==> src/rtl/rr_arb_4_1_pkg.sv <==
// Shared definitions for the 4:1 round-robin arbiter.
//   arb_state_e : output-stage state (IDLE = empty, HOLD = word waiting for consumer)
//   NUM_REQ     : number of requesters (fixed at 4, matches a 2-bit select)
//   SEL_W       : width of the mux select / requester index
//   sel_t       : requester index / mux select type
package arb_pkg;

   localparam int NUM_REQ = 4;
   localparam int SEL_W   = 2;

   typedef logic [SEL_W-1:0] sel_t;

   typedef enum logic {
      IDLE = 1'b0,
      HOLD = 1'b1
   } arb_state_e;

endpackage

==> src/rtl/rr_arb_4_1_if.sv <==
// Requester/consumer bundle of the 4:1 round-robin arbiter.
//   req_i        : per-requester request (held with its data until granted)
//   data0_i..3_i : requester data words, mux inputs 00..11
//   gnt_o        : one-hot combinational grant
//   sel_o        : registered mux select of the held word
//   valid_o      : output stage holds a word
//   data_o       : registered selected word
//   ready_i      : consumer accepts data_o this cycle
// master = requesters + consumer side, slave = arbiter side.
interface rr_arb_4_1_if #(
   parameter int DATA_W = 32
);
   import arb_pkg::*;

   logic [NUM_REQ-1:0] req_i;
   logic [DATA_W-1:0]  data0_i;
   logic [DATA_W-1:0]  data1_i;
   logic [DATA_W-1:0]  data2_i;
   logic [DATA_W-1:0]  data3_i;
   logic [NUM_REQ-1:0] gnt_o;
   sel_t               sel_o;
   logic               valid_o;
   logic [DATA_W-1:0]  data_o;
   logic               ready_i;

   modport master (
      output req_i, data0_i, data1_i, data2_i, data3_i, ready_i,
      input  gnt_o, sel_o, valid_o, data_o
   );

   modport slave (
      input  req_i, data0_i, data1_i, data2_i, data3_i, ready_i,
      output gnt_o, sel_o, valid_o, data_o
   );

endinterface

==> src/rtl/rr_arb_4_1_pick.sv <==
// Rotated priority search for the round-robin arbiter (purely combinational).
//   req    : request vector
//   last   : index of the previous winner; search starts at last+1 (mod 4)
//   any    : at least one request present
//   idx    : index of the winner (0 when any==0)
//   onehot : one-hot winner vector (all zero when any==0)
module rr_pick
   import arb_pkg::*;
(
   input  logic [NUM_REQ-1:0] req,
   input  sel_t               last,
   output logic               any,
   output sel_t               idx,
   output logic [NUM_REQ-1:0] onehot
);

   sel_t cand;
   logic found;

   always_comb begin
      cand   = last;
      found  = 1'b0;
      idx    = '0;
      onehot = '0;
      // The 2-bit add wraps naturally, so candidates visit last+1 .. last+4 (== last) mod 4,
      // which puts the previous winner at the lowest priority.
      for (int k = 0; k < NUM_REQ; k++) begin
         cand = last + sel_t'(k + 1);
         if (!found && req[cand]) begin
            found = 1'b1;
            idx   = cand;
         end
      end
      onehot[idx] = found;
      any         = found;
   end

endmodule

==> src/rtl/rr_arb_4_1.sv <==
// 4:1 round-robin arbiter driving a 32-bit datapath mux and a single-entry
// valid/ready output stage.
//   clk_i : clock, rising edge
//   rst_i : asynchronous active-high reset; discards any held word
//   bus   : requester/consumer bundle (slave modport), see rr_arb_4_1_if
// A new winner is taken whenever the stage is empty or is being drained in
// the same cycle, so a continuously ready consumer gets one word per cycle.
module rr_arb_4_1
   import arb_pkg::*;
#(
   parameter int DATA_W = 32
) (
   input  logic        clk_i,
   input  logic        rst_i,
   rr_arb_4_1_if.slave bus
);

   arb_state_e         state_q;
   arb_state_e         state_d;
   sel_t               last_q;
   sel_t               sel_p1;
   logic [DATA_W-1:0]  data_p1;
   logic               vld_p1;

   logic               arb_en;
   logic               take;
   logic [NUM_REQ-1:0] gnt;
   logic [DATA_W-1:0]  mux_word;

   logic               pick_any;
   sel_t               pick_idx;
   logic [NUM_REQ-1:0] pick_onehot;

   rr_pick u_pick (
      .req    (bus.req_i),
      .last   (last_q),
      .any    (pick_any),
      .idx    (pick_idx),
      .onehot (pick_onehot)
   );

   // Arbitration is allowed when the stage is empty or its word leaves this cycle;
   // reset also blocks the grant so no requester sees a grant that is then dropped.
   always_comb begin
      arb_en  = (state_q == IDLE) || bus.ready_i;
      state_d = state_q;
      take    = 1'b0;
      gnt     = '0;
      if (arb_en && !rst_i) begin
         if (pick_any) begin
            take    = 1'b1;
            gnt     = pick_onehot;
            state_d = HOLD;
         end else begin
            state_d = IDLE;
         end
      end
   end

   always_comb begin
      case (pick_idx)
         2'd0:    mux_word = bus.data0_i;
         2'd1:    mux_word = bus.data1_i;
         2'd2:    mux_word = bus.data2_i;
         2'd3:    mux_word = bus.data3_i;
         default: mux_word = bus.data0_i;
      endcase
   end

   // ---- stage p1: output register ----
   always_ff @(posedge clk_i or posedge rst_i) begin
      if (rst_i) begin
         state_q <= IDLE;
         last_q  <= 2'b11;
         sel_p1  <= '0;
         data_p1 <= '0;
      end else begin
         state_q <= state_d;
         if (take) begin
            last_q  <= pick_idx;
            sel_p1  <= pick_idx;
            data_p1 <= mux_word;
         end
      end
   end

   assign vld_p1      = (state_q == HOLD);
   assign bus.gnt_o   = gnt;
   assign bus.sel_o   = sel_p1;
   assign bus.valid_o = vld_p1;
   assign bus.data_o  = data_p1;

endmodule

==> src/flat_wrapper.sv <==
// flat-port wrapper written by rule: the top's interface ports become plain ports
module rr_arb_4_1_flat import arb_pkg::*;
#(
   parameter int DATA_W = 32
)
  (clk_i, rst_i, bus_req_i, bus_data0_i, bus_data1_i, bus_data2_i, bus_data3_i, bus_ready_i, bus_gnt_o, bus_sel_o, bus_valid_o, bus_data_o);
  rr_arb_4_1_if #(.DATA_W(DATA_W)) bus_i ();
  input  logic clk_i;
  input  logic rst_i;
  input wire logic [$bits(bus_i.req_i)-1:0] bus_req_i;
  input wire logic [$bits(bus_i.data0_i)-1:0] bus_data0_i;
  input wire logic [$bits(bus_i.data1_i)-1:0] bus_data1_i;
  input wire logic [$bits(bus_i.data2_i)-1:0] bus_data2_i;
  input wire logic [$bits(bus_i.data3_i)-1:0] bus_data3_i;
  input wire logic [$bits(bus_i.ready_i)-1:0] bus_ready_i;
  output wire logic [$bits(bus_i.gnt_o)-1:0] bus_gnt_o;
  output wire logic [$bits(bus_i.sel_o)-1:0] bus_sel_o;
  output wire logic [$bits(bus_i.valid_o)-1:0] bus_valid_o;
  output wire logic [$bits(bus_i.data_o)-1:0] bus_data_o;
  assign bus_i.req_i = bus_req_i;
  assign bus_i.data0_i = bus_data0_i;
  assign bus_i.data1_i = bus_data1_i;
  assign bus_i.data2_i = bus_data2_i;
  assign bus_i.data3_i = bus_data3_i;
  assign bus_i.ready_i = bus_ready_i;
  assign bus_gnt_o = bus_i.gnt_o;
  assign bus_sel_o = bus_i.sel_o;
  assign bus_valid_o = bus_i.valid_o;
  assign bus_data_o = bus_i.data_o;
  rr_arb_4_1 #(.DATA_W(DATA_W)) u_core (.clk_i(clk_i), .rst_i(rst_i), .bus(bus_i));
endmodule
==> config.mk <==
export PLATFORM = sky130hd
export DESIGN_NAME = rr_arb_4_1_flat
export DESIGN_NICKNAME = d
export VERILOG_FILES = /design/src/rtl/rr_arb_4_1_pkg.sv /design/src/rtl/rr_arb_4_1_if.sv /design/src/rtl/rr_arb_4_1_pick.sv /design/src/rtl/rr_arb_4_1.sv /design/src/flat_wrapper.sv
export SDC_FILE = /design/constraint.sdc
export NUM_CORES = 1
export LEC_CHECK = 0
export ABC_CLOCK_PERIOD_IN_PS = 3000
export BUFFER_PORTS_ARGS = -buffer_cell sky130_fd_sc_hd__buf_2
export CAP_MARGIN = 10
export CORE_MARGIN = 4
export CORE_UTILIZATION = 42
export DETAILED_ROUTE_END_ITERATION = 12
export PLACE_DENSITY = 0.81
export SYNTH_ARGS = -nofsm -noshare
export SYNTH_HDL_FRONTEND = slang
export SYNTH_SLANG_ARGS = --single-unit
==> constraint.sdc <==
create_clock -name clk_i -period 3 [get_ports clk_i]
set_input_delay 0.6 -clock clk_i [delete_from_list [all_inputs] [get_ports clk_i]]
set_output_delay 0.6 -clock clk_i [all_outputs]
set_load 0.01 [all_outputs]
# After elaboration in Yosys (flattened, before gate mapping)
# Cells that the tools add are included.
# totals
regBits	37
word_cells	52
# classes
addsub	3
n_lt_le_gt_ge	6
eq_ne	3
n_mux	23
n_bitwise	2
reduce_logical	11
# op_table
cell	count
32-bit one-hot mux with 4 select lines	1
2-bit by 3-bit < comparator with 1-bit output, second input constant	5
1-bit 2-to-1 mux	11
1-bit binary-select mux with 2-bit select	4
2-bit 2-to-1 mux	4
4-bit 2-to-1 mux	2
1-bit logical AND	5
2-bit adder, second input constant	2
4-bit AND	1
2-bit equality test, second input constant	2
1-bit zero test	4
2-bit by 1-bit adder with 2-bit output, second input constant	1
1-bit demux with 2-bit select	1
2-bit by 1-bit equality test with 1-bit output, second input constant	1
2-bit by 1-bit greater-or-equal comparator with 1-bit output, second input constant	1
2-bit zero test	1
1-bit logical OR	1
1-bit NOT	1

# Depth between registers and ports, before layout
# Gate-level depths: netlist (run 1).
# depth
ltp_word	20
mapped_depth	8
depth_no_buf	5

# Cells and area by module
# A second synthesis (run 1) with hierarchy kept.
# unflattened
cells_unflattened	161
area_unflattened_um2	2538.7
# modules_own_cells
module	n_inst	cells_per_inst	area_each_um2	seq_area_each_um2
rr_arb_4_1	1	127	2316.0	928.4
rr_pick	1	34	222.7	0.0

# Worst setup path before layout (run 1)
# No wires, ideal clock.
# synth_path
kind	input to output
from	in bus_req_i[2]
to	out bus_gnt_o[2]
arrival_time_ns	1.736
setup_slack_ns	0.664
cell_stages	6
n_path_buf	2
cell_sequence	nor4_1 -> nor3_1 -> and2_1 -> buf_2 -> buf_2 -> and2_1
# synth_between
elab_chain_len	19
# synth_rtl
element	line	source
from (decl)	flat_wrapper.sv:10	input wire logic [$bits(bus_i.req_i)-1:0] bus_req_i;
1-bit binary-select mux with 2-bit select	rr_arb_4_1_pick.sv:29	if (!found && req[cand]) begin
1-bit 2-to-1 mux (not written as such)	rr_arb_4_1_pick.sv:29	
1-bit 2-to-1 mux	rr_arb_4_1_pick.sv:29	
1-bit zero test	rr_arb_4_1_pick.sv:29	
1-bit logical AND	rr_arb_4_1_pick.sv:29	
1-bit 2-to-1 mux	rr_arb_4_1_pick.sv:29	
1-bit zero test	rr_arb_4_1_pick.sv:29	
1-bit logical AND	rr_arb_4_1_pick.sv:29	
[3 not listed]	-	
2-bit 2-to-1 mux	rr_arb_4_1_pick.sv:29	
2-bit by 3-bit < comparator with 1-bit output (not written as such) / 2-bit by 1-bit greater-or-equal comparator with 1-bit output (equally long branches)	rr_arb_4_1_pick.sv:34	onehot[idx] = found;
1-bit logical AND (not written as such)	rr_arb_4_1_pick.sv:34	
1-bit 2-to-1 mux (not written as such)	rr_arb_4_1_pick.sv:34	
1-bit demux with 2-bit select	rr_arb_4_1_pick.sv:34	
4-bit AND (no line)	-	
4-bit 2-to-1 mux *	rr_arb_4_1.sv:50	if (pick_any) begin
4-bit 2-to-1 mux *	rr_arb_4_1.sv:49	if (arb_en && !rst_i) begin
to (decl)	flat_wrapper.sv:16	output wire logic [$bits(bus_i.gnt_o)-1:0] bus_gnt_o;
# Every way passes the cells marked *; elsewhere a longest branch is shown, timed or not. The select of a mux whose other input is x is not followed.

# Worst setup path after layout (run 1)
# layout_path
from	in bus_req_i[2]
to	out bus_gnt_o[3]
# Same word-level chain as after synthesis.

==> flow_summary.toml, run 1 <==
[synth]
yosysSeqAreaShare_pct = 35.8
ys_seq_elements = 37
yosysTopAreaCell = "dfrtp_1"
yosysUniqueCellTypes = 32
async_flop_share_pct = 100
syn_nets = 394
syn_avg_cell_area_sq_um = 10.0
synth_cells = 259
syn_area_sq_mm = 0.00259
synth_flop_cell = "dfrtp_1"
yosysWarnings = 0
synthDominantCellAreaShare_pct = 33.8
synth_edf_count = 0
synthTopCellsByArea = "dfrtp_1 34%, mux2_4 15%, a221o_1 12%, a21oi_1 6.6%, o21ai_0 6.6%"

[floorplanning]
die_y_microns = 86.6
start_util_pct = 43.6
rows = 28
core_sq_mm = 0.00596
die-area_sq_mm = 0.00750
io_pins = 174
die_x_microns = 86.6

[clock_network]
cts_tree = "built"
cts_sinks = 37
cts-resized-gates = 0
cts_max_level = 2
clkLatencyLatePin_ns = 0.29
cts_max_path_buffers = 2
cts_made_buffers = 5
clk_pin_slew_worst_paths_ns = 0.07
postCtsSetupRepairBufs = 0
root_buffer = "clkbuf_8"
holdBufCountCts = 0

[grt]
antenna_found_initial = 0
first_global_vias = 2838
overflow = 0
grt_max_degree = 33
grt_pass1_wl_mm = 12.9
grt_usage_pct = 21.8

[setup_path]
crit_family = "simple AND/OR/NAND/NOR gates"
critPathLaunchType = "input pin"
cp.arrival_ns = 2.15
required_ns = 2.40
crit_chain = "buf_2 -> nor4_1 -> nor3_1 -> and2_1 -> and2_1 -> buf_2"
cp_max_fo = 11
crit_slowest_cell = "nor4_1"
path_buf_inv = 2
reg2reg_slack_ns = 0.59
cp_slowest_stage_delay_ns = 0.53
path_class = "in -> out"
critPathCaptureType = "primary output"

[detailed_routing]
drt-pass1-iter-count = 4
drt_first_iter_violations = 149
routed_wirelength_mm = 8.65
avgRoutedWirePerCell_microns = 17.3
ant_nets = 0
vias = 2824
drc = 0
viasPerCell = 5.66

[pwr]
powerDensity_mw_per_mm2 = 628
power.total_mw = 2.28
p_int_mw = 1.50
pwr-share-seq_pct = 33.3
pwr-share-clk_pct = 22.2
vdd_drop_max_mv = 0.373
p_comb_share_pct = 44.5
sw_frac_of_total_pct = 34.2
power_switching_mw = 0.779
p_leak_nw = 1.88

[outcome]
run_status = "finished clean"

[cells_and_area]
nNetsFinal = 558
antenna_cells = 0
fillers = 546
final_util_pct = 61.0
drive_above_1_share_pct = 54.7
area_growth_pct = 40.1
finish.instance_area_sq_mm = 0.00363
final_cell_mix = "173 x buf_2, 35 x dfrtp_1, 34 x o21ai_0, 34 x a21oi_1"
final_common_cell = "buf_2"

[timing]
finalSetupTns_ns = 0
setup-violations-final = 0
clock_skew_ns = 0.00265
fin_crit_sh_pct = 91.8
fin_crit_ns = 2.75
fmax_mhz = 363
max-slew-margin-rel_pct = 58.0
finalHoldViolCount = 0
maxSlewViolCount = 0
rsz0062_at_grt = "no"
worst_pin_slew_ns = 0.629

[place]
port_buffers = 173
detailed_place_hpwl_mm = 6.41
gp_congestion = 0.874
place_area_sq_mm = 0.00350

[worst_hold_path]
hold_class = "in -> async"

[job]
drv_cap = 0
## stage by stage
step | setup slack, ns | hold WS [ns] | instances
2_1_floorplan | 0.664 | 0.518 | 259
3_3_place_gp | 0.423 | 0.489 | 491
3_5_place_dp | 0.367 | 0.472 | 491
4_1_cts | 0.255 | 0.444 | 499
5_1_grt | 0.130 | 0.499 | 499
6_report | 0.246 | 0.423 | 499
## worst reg2reg max path, cell delays in order (launching register included)
cell	delay, ns
dfstp_2	0.65
mux2i_1	0.39
o2bb2ai_4	0.14
nor2_8	0.11
buf_4	0.31
mux2_2	0.38
a221o_1	0.32
## cells in the mapped netlist (3+ instances only)
| library cell | number |
|---|---|
| a21o_1 | 3 |
| a21oi_1 | 34 |
| a221o_1 | 32 |
| and2_1 | 3 |
| buf_2 | 6 |
| clkbuf_1 | 18 |
| dfrtp_1 | 35 |
| mux2_2 | 6 |
| mux2_4 | 26 |
| nand3_1 | 32 |
| nor2_1 | 5 |
| o21ai_0 | 34 |
## metal layers
metal / part of all wire, % / wire length (microns) / global-route usage [%]
met1: 39 / 3330 / 25.9
met2: 51 / 4420 / 38.5
met3: 8.6 / 743 / 3.71
met4: 1.8 / 155 / 9.21
met5: 0 / 0 / 0
## final cells by class
type / instances / area, sq um / share of cell area, %
flip-flops and latches: 37 / 928 / 25.6
repair buffers: 185 / 968 / 26.7
inverters: 2 / 7.51 / 0.207
clock buffers: 5 / 68.8 / 1.89
well taps: 75 / 93.8 / 2.58
multi-input cells: 192 / 1500 / 41.3
clock inverters: 3 / 65.1 / 1.79
## power by group through the flow
stage	registers, mW	logic, mW	clock network, mW
final	0.760	1.01	0.506
after CTS	0.760	1.02	0.519
after detailed placement	0.765	1.02	0
after global routing	0.782	1.09	0.534
after floorplan	0.823	0.597	0
after global placement	0.766	0.994	0
## registers in the layout, summed over array words and instances (netlist names)
signal              count
u_core.bus.data_o      32
u_core.bus.valid_o      1
u_core.bus.sel_o        2
u_core.last_q           2
## cell families (layout without fill, tap and decap cells)
logic type             Yosys count  after routing  synth area share (%)
and+or+nand+nor                 50             50                  10.5
buffers and inverters           30            195                  6.46
DFF                             37             37                  35.8
AOI/OAI and AO/OA              109            109                  29.2
muxes                           33             33                  18.0
## path summary, 6_finish.rpt
path,start,cells after the start,to
min reg2reg,u_core.bus.sel_o[1]$_DFFE_PP0P_,1,u_core.bus.sel_o[1]$_DFFE_PP0P_
max,bus_req_i[2],6,bus_gnt_o[3]
max in group asynchronous,rst_i,3,u_core.last_q[0]$_DFFE_PP1P_
max reg2reg,u_core.last_q[1]$_DFFE_PP1P_,6,u_core.bus.data_o[16]$_DFFE_PP0P_
min in group clk_i,u_core.bus.sel_o[1]$_DFFE_PP0P_,1,u_core.bus.sel_o[1]$_DFFE_PP0P_
min,rst_i,2,u_core.bus.data_o[17]$_DFFE_PP0P_
Power figures use the tool's default switching activity.
==> run 2: changes to the inputs <==
- ABC_AREA: not set -> 1
- CORE_UTILIZATION: 42 -> 45
==> run 2 against run 1 <==
Effect of this change:
- area after synthesis is 22% higher
- sequential cell count stayed put
- clock skew is 0.011 ns higher
- synthesized cell count increased by 110%
- highest routed layer unchanged
==> flow_summary.toml, run 2 <==
[setup_path]
critPathCaptureType = "primary output"
path_class = "reg -> out"
cp-startpoint = "u_core.last_q[0]$_DFFE_PP1P_"
cp.arrival_ns = 2.27
r2r_end = "u_core.bus.data_o[9]$_DFFE_PP0P_"
crit_end = "bus_gnt_o[3]"
reg2reg_depth = 15
required_ns = 2.40
cp_max_fo = 11
worstReg2RegStart = "u_core.last_q[0]$_DFFE_PP1P_"
critPathLaunchType = "register"
reg2reg_slack_ns = 0.29

[detailed_routing]
drt_first_iter_violations = 194
routed_wirelength_mm = 10.0
drt-pass1-iter-count = 9
drc = 0
viasPerCell = 4.81
ant_nets = 0
vias = 3866
avgRoutedWirePerCell_microns = 12.5

[pwr]
powerDensity_mw_per_mm2 = 1340
vdd_drop_max_mv = 0.738
power.total_mw = 5.55
p_leak_nw = 2.73

[synth]
syn_avg_cell_area_sq_um = 5.84
synth_top_family_by_area = "simple AND/OR/NAND/NOR gates"
synth_flop_cell = "dfrtp_1"
synth_fa_ha_area_share_pct = 0
syn_nets = 676
yosysTopAreaCell = "dfrtp_1"
syn_area_sq_mm = 0.00316
yosys.area_share.simple_pct = 48.2
yosysUniqueCellTypes = 21
yosysWarnings = 0
synthDominantCellAreaShare_pct = 27.7
synth_cells = 541
ys_seq_elements = 37
synthTopCellsByArea = "dfrtp_1 28%, nand2_1 25%, nand3_1 13%, inv_1 11%, nor2_1 3.2%"
synth_compound_area_share_pct = 3.80
yosysMostFrequentCell = "nand2_1"
synth_edf_count = 0
ys_top_cells_by_count = "214 x nand2_1, 96 x inv_1, 84 x nand3_1, 35 x dfrtp_1, 27 x nor2_1"
yosysSeqAreaShare_pct = 29.4
synth_xor_area_share_pct = 0
async_flop_share_pct = 100
synthMuxAreaShare_pct = 0

[cells_and_area]
multi_input_area_sq_mm = 0.00165
seqCellArea_sq_um = 928
finish.instance_area_sq_mm = 0.00414
area_growth_pct = 31.1
largest_reg_flops = 32
stdcell_count = 804
nNetsFinal = 842
antenna_cells = 0
final_util_pct = 60.9
fillers = 651
final_common_cell = "nand2_1"
drive_above_1_share_pct = 31.4
final_cell_mix = "213 x nand2_1, 173 x buf_2, 96 x inv_1"

[timing]
setup-violations-final = 0
fin_crit_sh_pct = 95.8
clock_skew_ns = 0.0134
max-slew-margin-rel_pct = 53.1
fin_crit_ns = 2.87
finalHoldViolCount = 0
hold_ws_ns = 0.474
worst_pin_slew_ns = 0.702
maxSlewViolCount = 0
fmax_mhz = 348

[clock_network]
root_buffer = "clkbuf_8"
cts_tree = "built"
clkLatencyLatePin_ns = 0.29
cts_made_buffers = 5
clk_pin_slew_worst_paths_ns = 0.07
cts_max_path_buffers = 2
cts_max_level = 2
holdBufCountCts = 0
cts_sinks = 37

[outcome]
run_status = "finished clean"

[grt]
grt_usage_pct = 22.8
grt_max_degree = 42
overflow = 0
first_global_vias = 3540
grt_pass1_wl_mm = 15.9
antenna_found_initial = 0

[floorplanning]
die_y_microns = 91.8
rows = 30
start_util_pct = 46.5
die_x_microns = 91.8
die-area_sq_mm = 0.00842
io_pins = 174
core_sq_mm = 0.00679

[place]
detailed_place_hpwl_mm = 7.54
dp.cells = 791
place_area_sq_mm = 0.00401
port_buffers = 173
gp_congestion = 0.909

[job]
drv_cap = 0

[worst_hold_path]
hold_class = "reg -> reg"
==> run 2: cell count changes after synthesis, sizes merged, moves of 2 or more <==
cell,previous run,this run
clkbuf,18,3
a21oi,34,0
nand4,0,5
and2,3,0
inv,2,100
mux2,32,0
nand3,32,85
nand2b,2,0
o21ai,34,24
a21o,3,0
nand2,1,228
nor2,6,31
buf,10,26
a221o,32,0
==> run 2: kinds of logic (layout without fill, tap and decap cells) <==
group,after synthesis,after routing
AOI/OAI and AO/OA,24,24
DFF,37,37
buffers and inverters,129,296
and+or+nand+nor,351,351
==> run 2: area by class of cell <==
class                      count  share of cell area, %
inverter                     100                   9.19
sequential                    37                   22.4
multi-input combinational    375                   39.9
tap                           96                   2.90
timing repair buffer         188                   23.6
clock buffer                   6                   1.75
clock inverter                 2                  0.242
==> run 2: critical path, stage by stage (launching register included) <==
cell and delay (ns):
dfstp_2 0.62, inv_4 0.10, nand2_1 0.09, nand2_1 0.10, nand2_1 0.09, nand2_1 0.12, nor2_4 0.17, nand4_1 0.18
nand3_4 0.16, nand2_2 0.10, nor2_1 0.12, buf_2 0.14
==> run 2: what timing repair did <==
action,CTS,global route
endpoints found under the setup margin,0,3
gates resized for setup,0,4
buffers inserted,0,5
==> run 2: layer usage <==
metal / vias up / wire length [microns] / global-route usage (%)
met4: 0 / 224 / 6.81
li1: 1955 / - / -
met1: 1705 / 4160 / 28.7
met2: 183 / 4770 / 39.8
met5: - / 0 / 0
met3: 23 / 877 / 4.10
==> run 2: how the worst min path moves through the flow <==
stage / from / to / slack, ns / cells after the start
finish: u_core.bus.data_o[9]$_DFFE_PP0P_ / u_core.bus.data_o[9]$_DFFE_PP0P_ / 0.47 / 2
global route: u_core.bus.data_o[24]$_DFFE_PP0P_ / u_core.bus.data_o[24]$_DFFE_PP0P_ / 0.51 / 2
CTS: u_core.bus.data_o[17]$_DFFE_PP0P_ / u_core.bus.data_o[17]$_DFFE_PP0P_ / 0.48 / 2
detailed placement: u_core.bus.data_o[0]$_DFFE_PP0P_ / u_core.bus.data_o[0]$_DFFE_PP0P_ / 0.46 / 2
global placement: u_core.bus.data_o[1]$_DFFE_PP0P_ / u_core.bus.data_o[1]$_DFFE_PP0P_ / 0.46 / 2
floorplan: u_core.bus.data_o[0]$_DFFE_PP0P_ / u_core.bus.data_o[0]$_DFFE_PP0P_ / 0.52 / 2
==> run 2: where the power goes <==
group / total (mW) / internal, mW / switching [mW]
sequential: 0.913 / 0.768 / 0.144
combinational: 4.29 / 1.45 / 2.84
clock: 0.346 / 0.161 / 0.185
total: 5.55 / 2.38 / 3.17
==> run 2: per-stage QoR <==
stage / setup slack, ns / setup TNS (ns)
floorplan: 0.00354 / 0
global placement: 0.353 / 0
detailed placement: 0.259 / 0
CTS: 0.0478 / 0
global route: -0.0103 / -0.0103
finish: 0.126 / 0
